===== src/rtl/ccip_mmio_csr.sv =====
// CCI-P MMIO CSR responder: DFH/AFU ID, SCRATCH, CTRL, STATUS, answered via a two-stage read pipeline.
// Optional read counter at 0x040 is built only when CCIP_MMIO_RD_COUNT_EN is defined.
module ccip_mmio_csr #(
    parameter logic [63:0] AFU_DFH  = 64'h1000_0000_0000_1000,
    parameter logic [63:0] AFU_ID_L = 64'h0,
    parameter logic [63:0] AFU_ID_H = 64'h0
) (
    input  logic         pClk,
    input  logic         pck_cp2af_softReset_n,
    input  logic [27:0]  c0Rx_hdr,
    input  logic [511:0] c0Rx_data,
    input  logic         c0Rx_mmioRdValid,
    input  logic         c0Rx_mmioWrValid,
    output logic [8:0]   c2Tx_hdr,
    output logic         c2Tx_mmioRdValid,
    output logic [63:0]  c2Tx_data,
    output logic         csr_enable,
    output logic         csr_start,
    input  logic [63:0]  csr_status
);

    localparam logic [3:0] IDX_DFH     = 4'd0;
    localparam logic [3:0] IDX_ID_L    = 4'd1;
    localparam logic [3:0] IDX_ID_H    = 4'd2;
    localparam logic [3:0] IDX_SCRATCH = 4'd5;
    localparam logic [3:0] IDX_CTRL    = 4'd6;
    localparam logic [3:0] IDX_STATUS  = 4'd7;
    localparam logic [3:0] IDX_RDCNT   = 4'd8;
    localparam logic [3:0] IDX_NONE    = 4'd15;

    logic [15:0] req_dw_s;
    logic        req_len8_s;
    logic        req_half_s;
    logic [3:0]  req_idx_s;
    logic [63:0] req_local_s;
    logic [63:0] rd_count_s;
    logic        unused_ok_s;

    logic [63:0] scratch_q, scratch_d;
    logic        enable_q, enable_d;
    logic        start_d;

    logic        s1_valid_q;
    logic [8:0]  s1_tid_q;
    logic [3:0]  s1_idx_q;
    logic        s1_half_q;
    logic        s1_len8_q;
    logic [63:0] s1_local_q;

    logic [63:0] s2_reg_s;
    logic [63:0] s2_data_s;

    assign unused_ok_s = ^{c0Rx_hdr[9], c0Rx_data[511:64]};
    assign csr_enable  = enable_q;

    // Request decode: map the DWORD address onto a 64-bit register index
    always_comb begin
        req_dw_s   = c0Rx_hdr[27:12];
        req_len8_s = (c0Rx_hdr[11:10] == 2'b01);
        req_half_s = req_dw_s[0];
        if (req_dw_s[15:1] < 15'd9) begin
            req_idx_s = req_dw_s[4:1];
        end else begin
            req_idx_s = IDX_NONE;
        end
    end

`ifdef CCIP_MMIO_RD_COUNT_EN
    logic [63:0] rd_count_q;

    // Read counter: one increment per accepted read, wraps naturally
    always_ff @(posedge pClk or negedge pck_cp2af_softReset_n) begin
        if (!pck_cp2af_softReset_n) begin
            rd_count_q <= 64'h0;
        end else if (c0Rx_mmioRdValid) begin
            rd_count_q <= rd_count_q + 64'd1;
        end
    end

    assign rd_count_s = rd_count_q;
`else
    assign rd_count_s = 64'h0;
`endif

    // Snapshot of locally-held registers at request time, so same-cycle writes are not seen
    always_comb begin
        case (req_idx_s)
            IDX_SCRATCH: req_local_s = scratch_q;
            IDX_CTRL:    req_local_s = {62'h0, enable_q, 1'b0};
            IDX_RDCNT:   req_local_s = rd_count_s;
            default:     req_local_s = 64'h0;
        endcase
    end

    // Write decode: half-select for 4B, aligned-only for 8B; CTRL lives in the lower half
    always_comb begin
        scratch_d = scratch_q;
        enable_d  = enable_q;
        start_d   = 1'b0;
        if (c0Rx_mmioWrValid) begin
            case (req_idx_s)
                IDX_SCRATCH: begin
                    if (req_len8_s) begin
                        if (!req_half_s) begin
                            scratch_d = c0Rx_data[63:0];
                        end else begin
                            scratch_d = scratch_q;
                        end
                    end else if (req_half_s) begin
                        scratch_d[63:32] = c0Rx_data[31:0];
                    end else begin
                        scratch_d[31:0] = c0Rx_data[31:0];
                    end
                end
                IDX_CTRL: begin
                    if (!req_half_s) begin
                        enable_d = c0Rx_data[1];
                        start_d  = c0Rx_data[0];
                    end else begin
                        enable_d = enable_q;
                    end
                end
                default: begin
                    scratch_d = scratch_q;
                end
            endcase
        end else begin
            start_d = 1'b0;
        end
    end

    // Control/scratch state and the registered start pulse
    always_ff @(posedge pClk or negedge pck_cp2af_softReset_n) begin
        if (!pck_cp2af_softReset_n) begin
            scratch_q <= 64'h0;
            enable_q  <= 1'b0;
            csr_start <= 1'b0;
        end else begin
            scratch_q <= scratch_d;
            enable_q  <= enable_d;
            csr_start <= start_d;
        end
    end

    // Read stage 1: capture tid, index, half, length and local snapshot
    always_ff @(posedge pClk or negedge pck_cp2af_softReset_n) begin
        if (!pck_cp2af_softReset_n) begin
            s1_valid_q <= 1'b0;
            s1_tid_q   <= 9'h0;
            s1_idx_q   <= IDX_NONE;
            s1_half_q  <= 1'b0;
            s1_len8_q  <= 1'b0;
            s1_local_q <= 64'h0;
        end else begin
            s1_valid_q <= c0Rx_mmioRdValid;
            if (c0Rx_mmioRdValid) begin
                s1_tid_q   <= c0Rx_hdr[8:0];
                s1_idx_q   <= req_idx_s;
                s1_half_q  <= req_half_s;
                s1_len8_q  <= req_len8_s;
                s1_local_q <= req_local_s;
            end
        end
    end

    // Stage 2 data mux; STATUS is sampled here
    always_comb begin
        case (s1_idx_q)
            IDX_DFH:     s2_reg_s = AFU_DFH;
            IDX_ID_L:    s2_reg_s = AFU_ID_L;
            IDX_ID_H:    s2_reg_s = AFU_ID_H;
            IDX_STATUS:  s2_reg_s = csr_status;
            IDX_SCRATCH,
            IDX_CTRL,
            IDX_RDCNT:   s2_reg_s = s1_local_q;
            default:     s2_reg_s = 64'h0;
        endcase
        if (s1_len8_q) begin
            s2_data_s = s1_half_q ? 64'h0 : s2_reg_s;
        end else if (s1_half_q) begin
            s2_data_s = {32'h0, s2_reg_s[63:32]};
        end else begin
            s2_data_s = {32'h0, s2_reg_s[31:0]};
        end
    end

    // Read stage 2: registered response onto c2Tx
    always_ff @(posedge pClk or negedge pck_cp2af_softReset_n) begin
        if (!pck_cp2af_softReset_n) begin
            c2Tx_mmioRdValid <= 1'b0;
            c2Tx_hdr         <= 9'h0;
            c2Tx_data        <= 64'h0;
        end else begin
            c2Tx_mmioRdValid <= s1_valid_q;
            if (s1_valid_q) begin
                c2Tx_hdr  <= s1_tid_q;
                c2Tx_data <= s2_data_s;
            end
        end
    end

endmodule


===== config.mk =====
export PLATFORM = sky130hd
export DESIGN_NAME = ccip_mmio_csr
export DESIGN_NICKNAME = d
export VERILOG_FILES = /design/src/rtl/ccip_mmio_csr.sv
export SDC_FILE = /design/constraint.sdc
export NUM_CORES = 1
export LEC_CHECK = 0
export ABC_AREA = 0
export BUFFER_PORTS_ARGS = -buffer_cell sky130_fd_sc_hd__buf_2
export CELL_PAD_IN_SITES_DETAIL_PLACEMENT = 2
export CELL_PAD_IN_SITES_GLOBAL_PLACEMENT = 2
export CORE_AREA = 5 5 266 268
export CTS_CLUSTER_DIAMETER = 150
export CTS_CLUSTER_SIZE = 12
export DETAILED_ROUTE_END_ITERATION = 12
export DIE_AREA = 0 0 271 273
export GPL_TIMING_DRIVEN = 0
export PLACE_DENSITY_LB_ADDON = 0.1
export SLEW_MARGIN = 25
export SYNTH_ARGS = -nofsm -noshare
export SYNTH_HDL_FRONTEND = slang
export SYNTH_SLANG_ARGS = --single-unit

===== constraint.sdc =====
create_clock -name pClk -period 2.1 [get_ports pClk]
set_input_delay 0.42 -clock pClk [delete_from_list [all_inputs] [get_ports pClk]]
set_output_delay 0.42 -clock pClk [all_outputs]
set_load 0.05 [all_outputs]

==> Implementation_results.wiki, run 1 <==
{| class="wikitable"
! Metric !! Value
|-
| Proportion of synthesized area in mux cells || 6.59%
|-
| Max-capacitance violation count || 0
|-
| Failing checks || setup timing
|-
| Routed len/inst || 27.2 um
|-
| Post-Synth XOR/XNOR Area || 0%
|-
| Final max-slew violation count || 0
|-
| Maximum frequency from static timing analysis || 0.470 GHz
|-
| Proportion of synthesized chip area in sequential cells || 58.8%
|-
| Worst hold path class || in2reg
|-
| Weighted congestion at the end of routability-driven global placement || 0.708
|-
| Clock sink total || 220
|-
| Remaining global-route overflow || 0
|-
| FP Rows || 96
|-
| Dpl ws || -1.09 ns
|-
| Count of synthesis-stage warnings from yosys || 0
|-
| Compound-gate portion of the synthesized area || 28.0%
|-
| Power consumption || 9.00 mW
|-
| Vias in the first global route || 9003
|-
| Largest cells by area after synthesis || sky130_fd_sc_hd__dfrtp_1 (58%), sky130_fd_sc_hd__mux2_2 (6.4%), sky130_fd_sc_hd__a22o_1 (5.9%)
|-
| Synthesized instance count || 725
|-
| Final setup slack of the worst path || -0.0254 ns
|-
| Tightest hold margin || roughly 0.13 ns
|-
| Worst-path fanout max || 10
|-
| Most common flop cell mapped by yosys || sky130_fd_sc_hd__dfrtp_1
|-
| Number of H-tree branching levels || 1
|-
| Worst rel slew slack || between 30% and 40%
|-
| CTS root buffer || sky130_fd_sc_hd__clkbuf_16
|-
| Number of routed nets with antenna violations || 0
|-
| Clk buf depth || 3
|-
| Worst endpoint data arrival time || 2.53 ns
|-
| Maximum VDD drop || 0.000462 V
|-
| Async set-reset flop share out of synthesis || 100%
|-
| Netlist area before placement || between 0.009 and 0.01 mm^2
|-
| Syn Nets || ~1300
|-
| Reported leakage power || 5.61 nW
|-
| Inserted Clock Buffers || 22
|-
| First-pass GRT wire length || approximately 73000 um
|-
| HPWL after detailed placement || 38700 um
|-
| Number of distinct standard cells referenced by the synthesized netlist || 47
|-
| Clock tree from TritonCTS || done
|-
| Worst Clk Skew || 0.0148 ns
|-
| Via-per-instance ratio || 4.16
|-
| Share of Yosys cell area claimed by the top area cell type || 57.6%
|-
| Arithmetic-cell share of the synthesized area counting full adders, half adders and majority gates || 0%
|-
| Required time reported for the critical path endpoint || 2.51 ns
|-
| Startpoint class of the critical path || register
|-
| Die footprint || between 0.07 and 0.08 mm^2
|-
| Overall Global Routing Usage || 13.6%
|-
| Number of cells on the worst reg-to-reg path || 7
|-
| Simple-Gate Fraction of Synth Area || under 10%
|-
| Setup Total Neg Slack || -0.0642 ns
|-
| Worst reg-to-reg setup slack || -0.03 ns
|-
| Number of DRC violations after detailed-routing iteration 0 || 454
|-
| Fraction of layout cells with a size suffix above 1 || a little over two fifths
|-
| Clock transition at the registers of the reported paths || 0.07 ns
|-
| Count of flip-flops with a built-in enable after synthesis || 0
|-
| Core ar. || between 0.06 and 0.07 mm^2
|-
| WS Path Type || reg2reg
|-
| Synthesized flop and latch total || 220
|-
| Starting utilization of the core area || between 10% and 20%
|-
| Areal power density over the cells || about 700 mW/mm^2
|-
| Cell type with the largest total area after synthesis || sky130_fd_sc_hd__dfrtp_1
|-
| Final Hold Vio Count || 0
|-
| Avg Inst Size Synth || ~13 um^2
|-
| Chip Height || 273 um
|-
| Main combinational cell family by area after synthesis || compound AO/OA/AOI/OAI gates
|-
| Instance count along the most critical hold path || 2
|-
| Number of setup violations in the final report || 4
|-
| Number of buffers added on ports || 233
|-
| Setup repair after global routing missed its margin || yes
|-
| Total number of nets in the final design || around 1600
|-
| Antenna violations before repair || 18
|-
| Chip width || 271 um
|-
| Syn-to-layout area delta || 35.9%
|-
| Overall routed net length || 51700 um
|-
| Number of vias after detailed routing || between 7000 and 8000
|-
| Final critical-path required period || 2.13 ns
|-
| Critical Path Sink Type || register
|-
| Maximum number of pins on one net before global-route repair || 70
|-
| I/O pins || between 600 and 700
|-
| Slew at the pin closest to its max-slew limit || 0.966 ns
|-
| Cell with the most instances after synthesis || sky130_fd_sc_hd__dfrtp_1
|-
| Skew-Pair Late Insertion Delay || 0.53 ns
|-
| Synth cell count leaders || sky130_fd_sc_hd__dfrtp_1 (216), sky130_fd_sc_hd__a22o_1 (63), sky130_fd_sc_hd__a22oi_1 (63), sky130_fd_sc_hd__mux2_2 (53), sky130_fd_sc_hd__clkbuf_1 (49)
|-
| Final worst-path cycle share || 101%
|-
| Pre-Repair DR Iteration Count || 7
|-
| Status || finished with violations
|-
| Number of DRC violations after detailed routing || 0
|}
-- metal layers --
metal / global-route usage, % / share of wire, %
met1: 18.3 / 46
met2: 22.3 / 46
met3: 3.74 / 6.2
met4: 1.94 / 1.3
met5: 0 / 0.31
-- where the power goes --
group	internal [mW]	switching [mW]	total [mW]
sequential	4.28	0.0303	4.31
combinational	0.230	0.530	0.760
clock	2.04	1.88	3.93
-- worst max-delay path: stages, from the launching register on --
cell and delay, ns:
sky130_fd_sc_hd__dfstp_2 0.72, sky130_fd_sc_hd__nor4bb_2 0.09, sky130_fd_sc_hd__a211o_1 0.31, sky130_fd_sc_hd__buf_6 0.14, sky130_fd_sc_hd__nor2b_4 0.17, sky130_fd_sc_hd__clkbuf_16 0.18, sky130_fd_sc_hd__a222oi_1 0.26, sky130_fd_sc_hd__o21ai_1 0.11
-- registers in the layout (all words and copies together), names as in the netlist --
register          flops
s1_half_q             1
s1_valid_q            1
scratch_q            64
c2Tx_hdr              9
s1_idx_q              4
csr_start             1
s1_tid_q              9
csr_enable            1
s1_len8_q             1
s1_local_q           64
c2Tx_data            64
c2Tx_mmioRdValid      1
-- logic make-up (layout without fill, tap and decap cells) --
| family | after synthesis | count (layout) |
|---|---|---|
| compound gates | 331 | 331 |
| buf+inv | 77 | 369 |
| flops | 220 | 220 |
| mux | 55 | 55 |
| other cells | 0 | 2 |
| simple gates | 42 | 42 |
-- metrics by stage --
step           std cells  utilization (%)  cell area (um^2)
2_1_floorplan        725                -              9380
6_report            1901             18.7             12700
3_5_place_dp        1843             17.2             11700
5_1_grt             1899             18.7             12700
3_3_place_gp        1840             17.1             11600
4_1_cts             1891             18.5             12600
-- cell type report --
class                      count  area [um^2]
buffer                        67          404
tap                          882         1100
timing repair buffer         257         1450
multi-input combinational    428         3610
fill                        7616        55400
sequential                   220         5510
antenna                        2         5.00
clock buffer                  38          632
clock inverter                 1         8.76
inverter                       6         26.3
-- final timing paths --
| check | end | start |
|---|---|---|
| max in group asynchronous | s1_idx_q[3] | pck_cp2af_softReset_n |
| max | c2Tx_data[11] | s1_idx_q[1] |
| min in group asynchronous | scratch_q[16] | pck_cp2af_softReset_n |
| min reg2reg | c2Tx_mmioRdValid | s1_valid_q |
| max reg2reg | c2Tx_data[11] | s1_idx_q[1] |
| min | s1_tid_q[3] | c0Rx_hdr[3] |
-- what timing repair did --
item                                   in CTS  in global routing
pin swaps                                  13                 14
buffers inserted                            8                  9
setup endpoints to repair                 147                166
cloned                                      1                  1
gates resized for setup                    52                 22
endpoints found under the hold margin      31                  0
hold buffers                                2                  0
-- cells in the final DEF, fill, tap and decap left out, types with 3 or more instances in the layout --
cell type	n
sky130_fd_sc_hd__buf_2	245
sky130_fd_sc_hd__dfrtp_1	216
sky130_fd_sc_hd__a22o_1	63
sky130_fd_sc_hd__a22oi_1	60
sky130_fd_sc_hd__mux2_2	53
sky130_fd_sc_hd__clkbuf_1	39
sky130_fd_sc_hd__a21oi_1	36
sky130_fd_sc_hd__o22ai_1	35
sky130_fd_sc_hd__o2bb2ai_1	32
sky130_fd_sc_hd__a222oi_1	31
sky130_fd_sc_hd__o22ai_2	30
sky130_fd_sc_hd__o21ai_1	30
sky130_fd_sc_hd__clkbuf_16	24
sky130_fd_sc_hd__buf_4	18
sky130_fd_sc_hd__clkbuf_4	12
sky130_fd_sc_hd__clkbuf_2	9
sky130_fd_sc_hd__nand2_1	6
sky130_fd_sc_hd__nor2b_1	4
sky130_fd_sc_hd__nor2_1	4
sky130_fd_sc_hd__buf_6	4
sky130_fd_sc_hd__inv_1	4
sky130_fd_sc_hd__dfstp_2	4
sky130_fd_sc_hd__nor3_4	3
sky130_fd_sc_hd__o22a_1	3
sky130_fd_sc_hd__a22oi_2	3
sky130_fd_sc_hd__buf_12	3
sky130_fd_sc_hd__buf_16	3
Note: power is estimated with default switching activity, not from simulation.
==> run 2, diff against run 1 <==
==> constraint.sdc (replaced) <==
create_clock -name pClk -period 2.1 [get_ports pClk]
set_input_delay 0.21 -clock pClk [delete_from_list [all_inputs] [get_ports pClk]]
set_output_delay 0.21 -clock pClk [all_outputs]
set_load 0.05 [all_outputs]
==> Implementation_results.wiki, run 2 (synthesis results as in run 1) <==
{| class="wikitable"
! Metric !! Value
|-
| HPWL after detailed placement || 38700 um (unchanged)
|-
| Number of H-tree branching levels || 1 (unchanged)
|-
| Leading cell types in the layout, fill and taps excluded || sky130_fd_sc_hd__buf_2 (250), sky130_fd_sc_hd__dfrtp_1 (216), sky130_fd_sc_hd__dlygate4sd3_1 (136)
|-
| Number of setup violations in the final report || 2 (-2)
|-
| Number of DRC violations after detailed-routing iteration 0 || 445 (-2.0%)
|-
| Vias in the first global route || 9582 (+6.4%)
|-
| Sequential Area || 0.00551 mm^2 (unchanged)
|-
| Skew-Pair Late Insertion Delay || 0.54 ns (about the same)
|-
| Areal power density over the cells || 658 mW/mm^2 (-6.8%)
|-
| Clock transition at the registers of the reported paths || 0.07 ns (about the same)
|-
| Die footprint || 0.0740 mm^2 (unchanged)
|-
| Maximum cell stage delay along the critical path || 0.61 ns (-0.11 ns)
|-
| Failing checks || setup timing
|-
| Fraction of layout cells with a size suffix above 1 || 36.6% (-5.4 points)
|-
| Clock sink total || 220 (unchanged)
|-
| Number of DRC violations after detailed routing || 0 (unchanged)
|-
| Final critical-path required period || 2.11 ns (-0.0129 ns)
|-
| Slew at the pin closest to its max-slew limit || 0.929 ns (-0.0369 ns)
|-
| Worst rel slew slack || 38.0% (+2.5 points)
|-
| Internal power contribution || 6.72 mW (+2.5%)
|-
| Ordered list of cells on the worst path || and3b_1 -> a211o_1 -> buf_6 -> nor2b_4 -> buf_8 -> a222oi_1 -> o21ai_1
|-
| Final worst-path cycle share || 101% (-0.61 points)
|-
| Critical Path Sink Type || register
|-
| Worst Clk Skew || 0.0150 ns (+0.000158 ns)
|-
| Setup repair after global routing missed its margin || yes
|-
| Number of buffers added on ports || 233 (unchanged)
|-
| Maximum frequency from static timing analysis || 0.473 GHz (+0.61%)
|-
| Pre-Repair DR Iteration Count || 7 (unchanged)
|-
| FP Rows || 96 (unchanged)
|-
| Required time reported for the critical path endpoint || 2.51 ns (about the same)
|-
| Startpoint of the worst register-to-register path || s1_idx_q[3]
|-
| WS Path Type || reg2reg
|-
| Endpoint of the worst hold path || scratch_q[0]
|-
| Syn-to-layout area delta || 49.1%
|-
| Overall routed net length || 52200 um (+1.0%)
|-
| Clock tree from TritonCTS || done
|-
| Reported leakage power || 6.13 nW (+9.1%)
|-
| Design area || 0.0140 mm^2 (+9.7%)
|-
| Overall Global Routing Usage || 13.8% (+0.21 points)
|-
| Relative contribution of sequential cells to total power || 46.9% (-1.0 points)
|-
| Worst hold path class || in2reg
|-
| Final max-slew violation count || 0 (unchanged)
|-
| Launch point of the worst hold path || c0Rx_data[0]
|-
| Total number of nets in the final design || 1737 (+7.9%)
|-
| Combined area of the multi-input logic cells || 0.00359 mm^2 (-0.56%)
|-
| Worst-path fanout max || 10 (unchanged)
|-
| Instance count along the most critical hold path || 2 (unchanged)
|-
| Fillers || 7586 (-0.39%)
|-
| Starting utilization of the core area || 13.8% (unchanged)
|-
| Status || finished with violations
|-
| Standard cell area after detailed placement || 0.0117 mm^2 (unchanged)
|-
| Weighted congestion at the end of routability-driven global placement || 0.708 (unchanged)
|-
| Final Hold Vio Count || 0 (unchanged)
|-
| Routed len/inst || 25.7 um (-5.3%)
|-
| Inserted Clock Buffers || 22 (unchanged)
|-
| I/O pins || 684 (unchanged)
|-
| Maximum number of pins on one net before global-route repair || 70 (unchanged)
|-
| Number of vias after detailed routing || 8306 (+4.9%)
|-
| Maximum VDD drop || 0.000463 V (+0.23%)
|-
| Reported net switching power || 2.48 mW (+1.5%)
|-
| Switching share of total power || 27.0% (-0.18 points)
|-
| Worst endpoint data arrival time || 2.52 ns (about the same)
|-
| Core ar. || 0.0681 mm^2 (unchanged)
|-
| Via-per-instance ratio || 4.09 (-1.7%)
|-
| Number of routed nets with antenna violations || 0 (unchanged)
|-
| Biggest registers after layout || c2Tx_data: 64 flops, s1_local_q: 64 flops, scratch_q: 64 flops
|-
| Max-capacitance violation count || 0 (unchanged)
|-
| Reg-to-reg critical path endpoint || c2Tx_data[14]
|-
| Startpoint class of the critical path || register
|-
| Remaining global-route overflow || 0 (unchanged)
|-
| Fraction of power consumed by combinational cells || 10.4% (+2.0 points)
|-
| Dpl ws || -1.09 ns (unchanged)
|-
| Most frequent standard cell in the layout excluding fill and tap cells || sky130_fd_sc_hd__buf_2
|-
| Relative contribution of the clock network to total power || 42.7% (-0.9 points)
|-
| Final setup slack of the worst path || -0.0125 ns (+0.0129 ns)
|-
| CTS root buffer || sky130_fd_sc_hd__clkbuf_16
|-
| Chip Height || 273 um (unchanged)
|-
| Clk buf depth || 3 (unchanged)
|-
| Number of cells on the worst reg-to-reg path || 7 (unchanged)
|-
| Chip width || 271 um (unchanged)
|-
| Antenna violations before repair || 13 (-5)
|-
| Slowest library cell on the worst path || sky130_fd_sc_hd__dfstp_2
|-
| First-pass GRT wire length || 74600 um (+2.3%)
|-
| Worst reg-to-reg setup slack || -0.01 ns (about the same)
|}
==> run 2: changes by cell type in the layout (fill, tap and decap cells not counted), sizes merged <==
| cell | previous run | this run |
|---|---|---|
| buf | 276 | 273 |
| dlygate4sd3 | 2 | 136 |
| clkbuf | 84 | 80 |
| diode | 2 | 3 |
==> run 2: cell type report <==
| class | count | area share [%] |
|---|---|---|
| clock inverters | 1 | 0.0626 |
| clock buffers | 38 | 4.52 |
| plain buffers | 68 | 2.74 |
| well taps | 882 | 7.89 |
| diodes | 3 | 0.0537 |
| repair buffers | 383 | 19.5 |
| flip-flops and latches | 220 | 39.4 |
| multi-input cells | 428 | 25.6 |
| inverters | 6 | 0.188 |
==> run 2: critical path, delay by kind of cell, from the launching register on <==
family / cells / cell delay [ns]
buf+inv: 2 / 0.31
simple gates: 2 / 0.36
flops: 1 / 0.61
compound gates: 3 / 0.69
==> run 2: metrics by stage <==
stage / TNS [ns] / std cells / hold slack [ns] / util [%] / power (mW)
after floorplan: 0 / 725 / -0.0856 / - / 4.64
after global placement: -1001.00 / 1840 / 0.336 / 17.1 / 5.16
after detailed placement: -102.15 / 1843 / 0.117 / 17.2 / 5.18
after CTS: -0.0141 / 2024 / 0.00169 / 20.4 / 9.48
after global routing: -1.38 / 2028 / 0.0125 / 20.5 / 9.66
final: -0.0176 / 2029 / 0.0170 / 20.5 / 9.20
==> run 2: power groups by stage <==
stage | combinational (mW) | clock, mW | sequential (mW)
floorplan | 0.158 | 0 | 4.48
finish | 0.957 | 3.93 | 4.32
detailed placement | 0.784 | 0 | 4.40
global placement | 0.763 | 0 | 4.40
global route | 1.04 | 4.30 | 4.32
CTS | 0.996 | 4.17 | 4.32
==> run 2: metal layers <==
| metal | routed length, um | global-route usage, % | vias up |
|---|---|---|---|
| li1 | - | - | 3702 |
| met2 | 24300 | 22.7 | 243 |
| met3 | 2760 | 3.15 | 58 |
| met4 | 798 | 2.32 | 10 |
| met5 | 78 | 0 | - |
| met1 | 24300 | 18.8 | 4293 |
==> run 2: how the worst max path moves through the flow <==
stage,from,end,slack (ns),depth (start not counted)
3_5_place_dp,s1_idx_q[1],c2Tx_data[42],-1.09,6
5_1_grt,s1_idx_q[3],c2Tx_data[14],-0.10,7
6_report,s1_idx_q[3],c2Tx_data[14],-0.01,7
2_1_floorplan,s1_idx_q[0],c2Tx_data[10],0.11,8
4_1_cts,s1_idx_q[2],c2Tx_data[31],-0.008,7
3_3_place_gp,pck_cp2af_softReset_n,s1_tid_q[6],-4.06,1
==> run 2: what timing repair did <==
action / 4_1_cts / 5_1_grt
pin swaps: 12 / 13
gates resized for setup: 47 / 18
hold endpoints to repair: 281 / 0
hold buffers: 136 / 0
setup endpoints to repair: 63 / 103
cloned: 1 / 0
buffers inserted: 7 / 3
==> run 3, diff against run 2 <==
CORE_AREA = 5 5 262 264   (was 5 5 266 268)
DIE_AREA = 0 0 267 269   (was 0 0 271 273)
clock period = 1.95 ns   (was 2.1 ns; I/O delays follow)
==> Implementation_results.wiki, run 3 (synthesis results as in run 1) <==
{| class="wikitable"
! Metric !! Value
|-
| Design area || 0.0142 mm^2 (+1.8%)
|-
| Setup Total Neg Slack || -2.02 ns (-2.00 ns)
|-
| Startpoint class of the critical path || register
|-
| Number of DRC violations after detailed-routing iteration 0 || 478 (+7.4%)
|-
| Instance count along the most critical hold path || 3 (+1)
|-
| Final setup slack of the worst path || -0.114 ns (-0.101 ns)
|-
| Number of setup violations in the final report || 30 (+28)
|-
| Worst Clk Skew || 0.0266 ns (+0.0117 ns)
|-
| Leading cell types in the layout, fill and taps excluded || sky130_fd_sc_hd__buf_2 (242), sky130_fd_sc_hd__dfrtp_1 (216), sky130_fd_sc_hd__dlygate4sd3_1 (138)
|-
| Clock transition at the registers of the reported paths || 0.07 ns (about the same)
|-
| Final worst-path cycle share || 106% (+5.2 points)
|-
| Worst reg-to-reg setup slack || -0.11 ns (-0.10 ns)
|-
| WS Path Type || reg2reg
|-
| Number of H-tree branching levels || 1 (unchanged)
|-
| Inserted Clock Buffers || 22 (unchanged)
|-
| FP Rows || 95 (-1.0%)
|-
| Required time reported for the critical path endpoint || 2.37 ns (-0.14 ns)
|-
| Core ar. || 0.0663 mm^2 (-2.6%)
|-
| Remaining global-route overflow || 0 (unchanged)
|-
| Number of DRC violations after detailed routing || 0 (unchanged)
|-
| Antenna violations before repair || 11 (-2)
|-
| Final Hold Vio Count || 0 (unchanged)
|-
| Worst rel slew slack || 43.5% (+5.5 points)
|-
| Reg-to-reg critical path endpoint || c2Tx_data[19]
|-
| Final max-slew violation count || 0 (unchanged)
|-
| Ordered list of cells on the worst path || and3b_1 -> a211o_1 -> buf_6 -> nor2b_4 -> clkbuf_16 -> a222oi_1 -> o21ai_1
|-
| Syn-to-layout area delta || 51.8%
|-
| Most frequent standard cell in the layout excluding fill and tap cells || sky130_fd_sc_hd__buf_2
|-
| Maximum VDD drop || 0.000517 V (+12%)
|-
| Switching share of total power || 26.9% (-0.038 points)
|-
| CTS root buffer || sky130_fd_sc_hd__clkbuf_16
|-
| Number of cells on the worst reg-to-reg path || 7 (unchanged)
|-
| Starting utilization of the core area || 14.1% (+0.37 points)
|-
| Failing checks || setup timing
|-
| Worst hold path class || in2reg
|-
| Number of buffers added on ports || 233 (unchanged)
|-
| Relative contribution of sequential cells to total power || 47.3% (+0.4 points)
|-
| Maximum frequency from static timing analysis || 0.485 GHz (+2.4%)
|-
| Slowest library cell on the worst path || sky130_fd_sc_hd__dfstp_2
|-
| Number of vias after detailed routing || 8425 (+1.4%)
|-
| Launch point of the worst hold path || csr_status[3]
|-
| Tightest hold margin || 0.0146 ns (-0.00240 ns)
|-
| Startpoint of the worst register-to-register path || s1_idx_q[3]
|-
| Internal power contribution || 7.18 mW (+6.9%)
|-
| Slew at the pin closest to its max-slew limit || 0.848 ns (-0.0818 ns)
|-
| Vias in the first global route || 9369 (-2.2%)
|-
| Die footprint || 0.0718 mm^2 (-2.9%)
|-
| Final critical-path required period || 2.06 ns (-0.0487 ns)
|-
| Biggest registers after layout || c2Tx_data: 64 flops, s1_local_q: 64 flops, scratch_q: 64 flops
|-
| HPWL after detailed placement || 37400 um (-3.6%)
|-
| Overall routed net length || 51500 um (-1.5%)
|-
| Status || finished with violations
|-
| Clock tree from TritonCTS || done
|-
| Total number of nets in the final design || 1746 (+0.52%)
|-
| Overall Global Routing Usage || 13.9% (+0.10 points)
|-
| I/O pins || 684 (unchanged)
|-
| Endpoint of the worst hold path || c2Tx_data[3]
|-
| Weighted congestion at the end of routability-driven global placement || 0.711 (+0.42%)
|-
| Skew-Pair Late Insertion Delay || 0.55 ns (about the same)
|-
| Max-capacitance violation count || 0 (unchanged)
|-
| Reported leakage power || 6.28 nW (+2.5%)
|-
| Setup repair after global routing missed its margin || yes
|-
| Chip Height || 269 um (-1.5%)
|-
| Relative contribution of the clock network to total power || 42.4% (-0.3 points)
|-
| Fraction of layout cells with a size suffix above 1 || 37.9% (+1.2 points)
|-
| First-pass GRT wire length || 72700 um (-2.6%)
|-
| Maximum number of pins on one net before global-route repair || 70 (unchanged)
|-
| Fraction of power consumed by combinational cells || 10.3% (about the same)
|-
| Worst endpoint data arrival time || 2.48 ns (-0.04 ns)
|-
| Clock sink total || 220 (unchanged)
|-
| Pre-Repair DR Iteration Count || 6 (-1)
|-
| Via-per-instance ratio || 4.14 (+1.2%)
|-
| Standard cell area after detailed placement || 0.0117 mm^2 (about the same)
|-
| Routed len/inst || 25.3 um (-1.7%)
|-
| Areal power density over the cells || 690 mW/mm^2 (+4.9%)
|-
| Number of routed nets with antenna violations || 0 (unchanged)
|-
| Worst-path fanout max || 5 (-5)
|-
| Critical Path Sink Type || register
|-
| Clk buf depth || 3 (unchanged)
|-
| Maximum cell stage delay along the critical path || 0.60 ns (about the same)
|-
| Chip width || 267 um (-1.5%)
|-
| Reported net switching power || 2.65 mW (+6.7%)
|}
==> run 3: cell count changes in the layout (fill, tap and decap cells not counted), moves of 3 or more <==
cell,delta
sky130_fd_sc_hd__a22oi_1,-7
sky130_fd_sc_hd__clkbuf_8,+5
sky130_fd_sc_hd__buf_12,+3
sky130_fd_sc_hd__diode_2,+3
sky130_fd_sc_hd__buf_2,-8
sky130_fd_sc_hd__a22oi_2,+7
sky130_fd_sc_hd__buf_4,+10
sky130_fd_sc_hd__clkbuf_1,-3
==> run 3: repair_timing <==
| item | 4_1_cts | 5_1_grt |
|---|---|---|
| pin swaps | 30 | 11 |
| hold buffers | 138 | 0 |
| cloned | 2 | 0 |
| endpoints found under the setup margin | 157 | 169 |
| buffers inserted | 12 | 6 |
| resized for setup | 84 | 26 |
| hold endpoints to repair | 236 | 0 |
==> run 3: metal layers <==
layer,track usage (%),vias up,routed length (um)
met5,0,-,28
met4,2.33,6,631
met3,2.70,39,2490
met2,22.2,217,23800
met1,19.9,4429,24500
li1,-,3734,-
==> run 3: layout make-up <==
type | count | area [um^2]
fillers | 7422 | 52100
flip-flops and latches | 220 | 5510
multi-input cells | 428 | 3650
repair buffers | 393 | 2830
well taps | 873 | 1090
clock buffers | 38 | 611
plain buffers | 67 | 474
inverters | 6 | 26.3
clock inverters | 2 | 25.0
diodes | 6 | 15.0
==> run 3: power by group through the flow <==
stage	Clock, mW	Sequential [mW]	Combinational [mW]
2_1_floorplan	0	4.83	0.170
3_3_place_gp	0	4.73	0.794
3_5_place_dp	0	4.73	0.811
4_1_cts	4.42	4.64	1.05
5_1_grt	4.60	4.65	1.10
6_report	4.16	4.65	1.02
==> run 3: worst max path at each step <==
stage	start	endpoint
after detailed placement	s1_valid_q	c2Tx_data[3]
after global routing	s1_idx_q[3]	c2Tx_data[16]
after global placement	pck_cp2af_softReset_n	s1_tid_q[2]
after floorplan	s1_idx_q[3]	c2Tx_data[10]
final	s1_idx_q[3]	c2Tx_data[19]
after CTS	c0Rx_hdr[26]	s1_local_q[37]
==> run 3: stage by stage <==
| step | setup slack, ns | std cells | power (mW) | utilization [%] |
|---|---|---|---|---|
| final | -0.114 | 2033 | 9.83 | 21.5 |
| after global routing | -0.244 | 2033 | 10.4 | 21.5 |
| after global placement | -4.23 | 1831 | 5.53 | 17.5 |
| after detailed placement | -1.01 | 1834 | 5.54 | 17.7 |
| after CTS | -0.166 | 2024 | 10.1 | 21.3 |
| after floorplan | 0.0552 | 725 | 5.00 | - |
==> run 3: critical path: cells and delay by family, from the launching register on <==
| family | cells | cell delay [ns] |
|---|---|---|
| AOI/OAI and AO/OA | 3 | 0.67 |
| DFF | 1 | 0.60 |
| and+or+nand+nor | 2 | 0.37 |
| buffers and inverters | 2 | 0.31 |
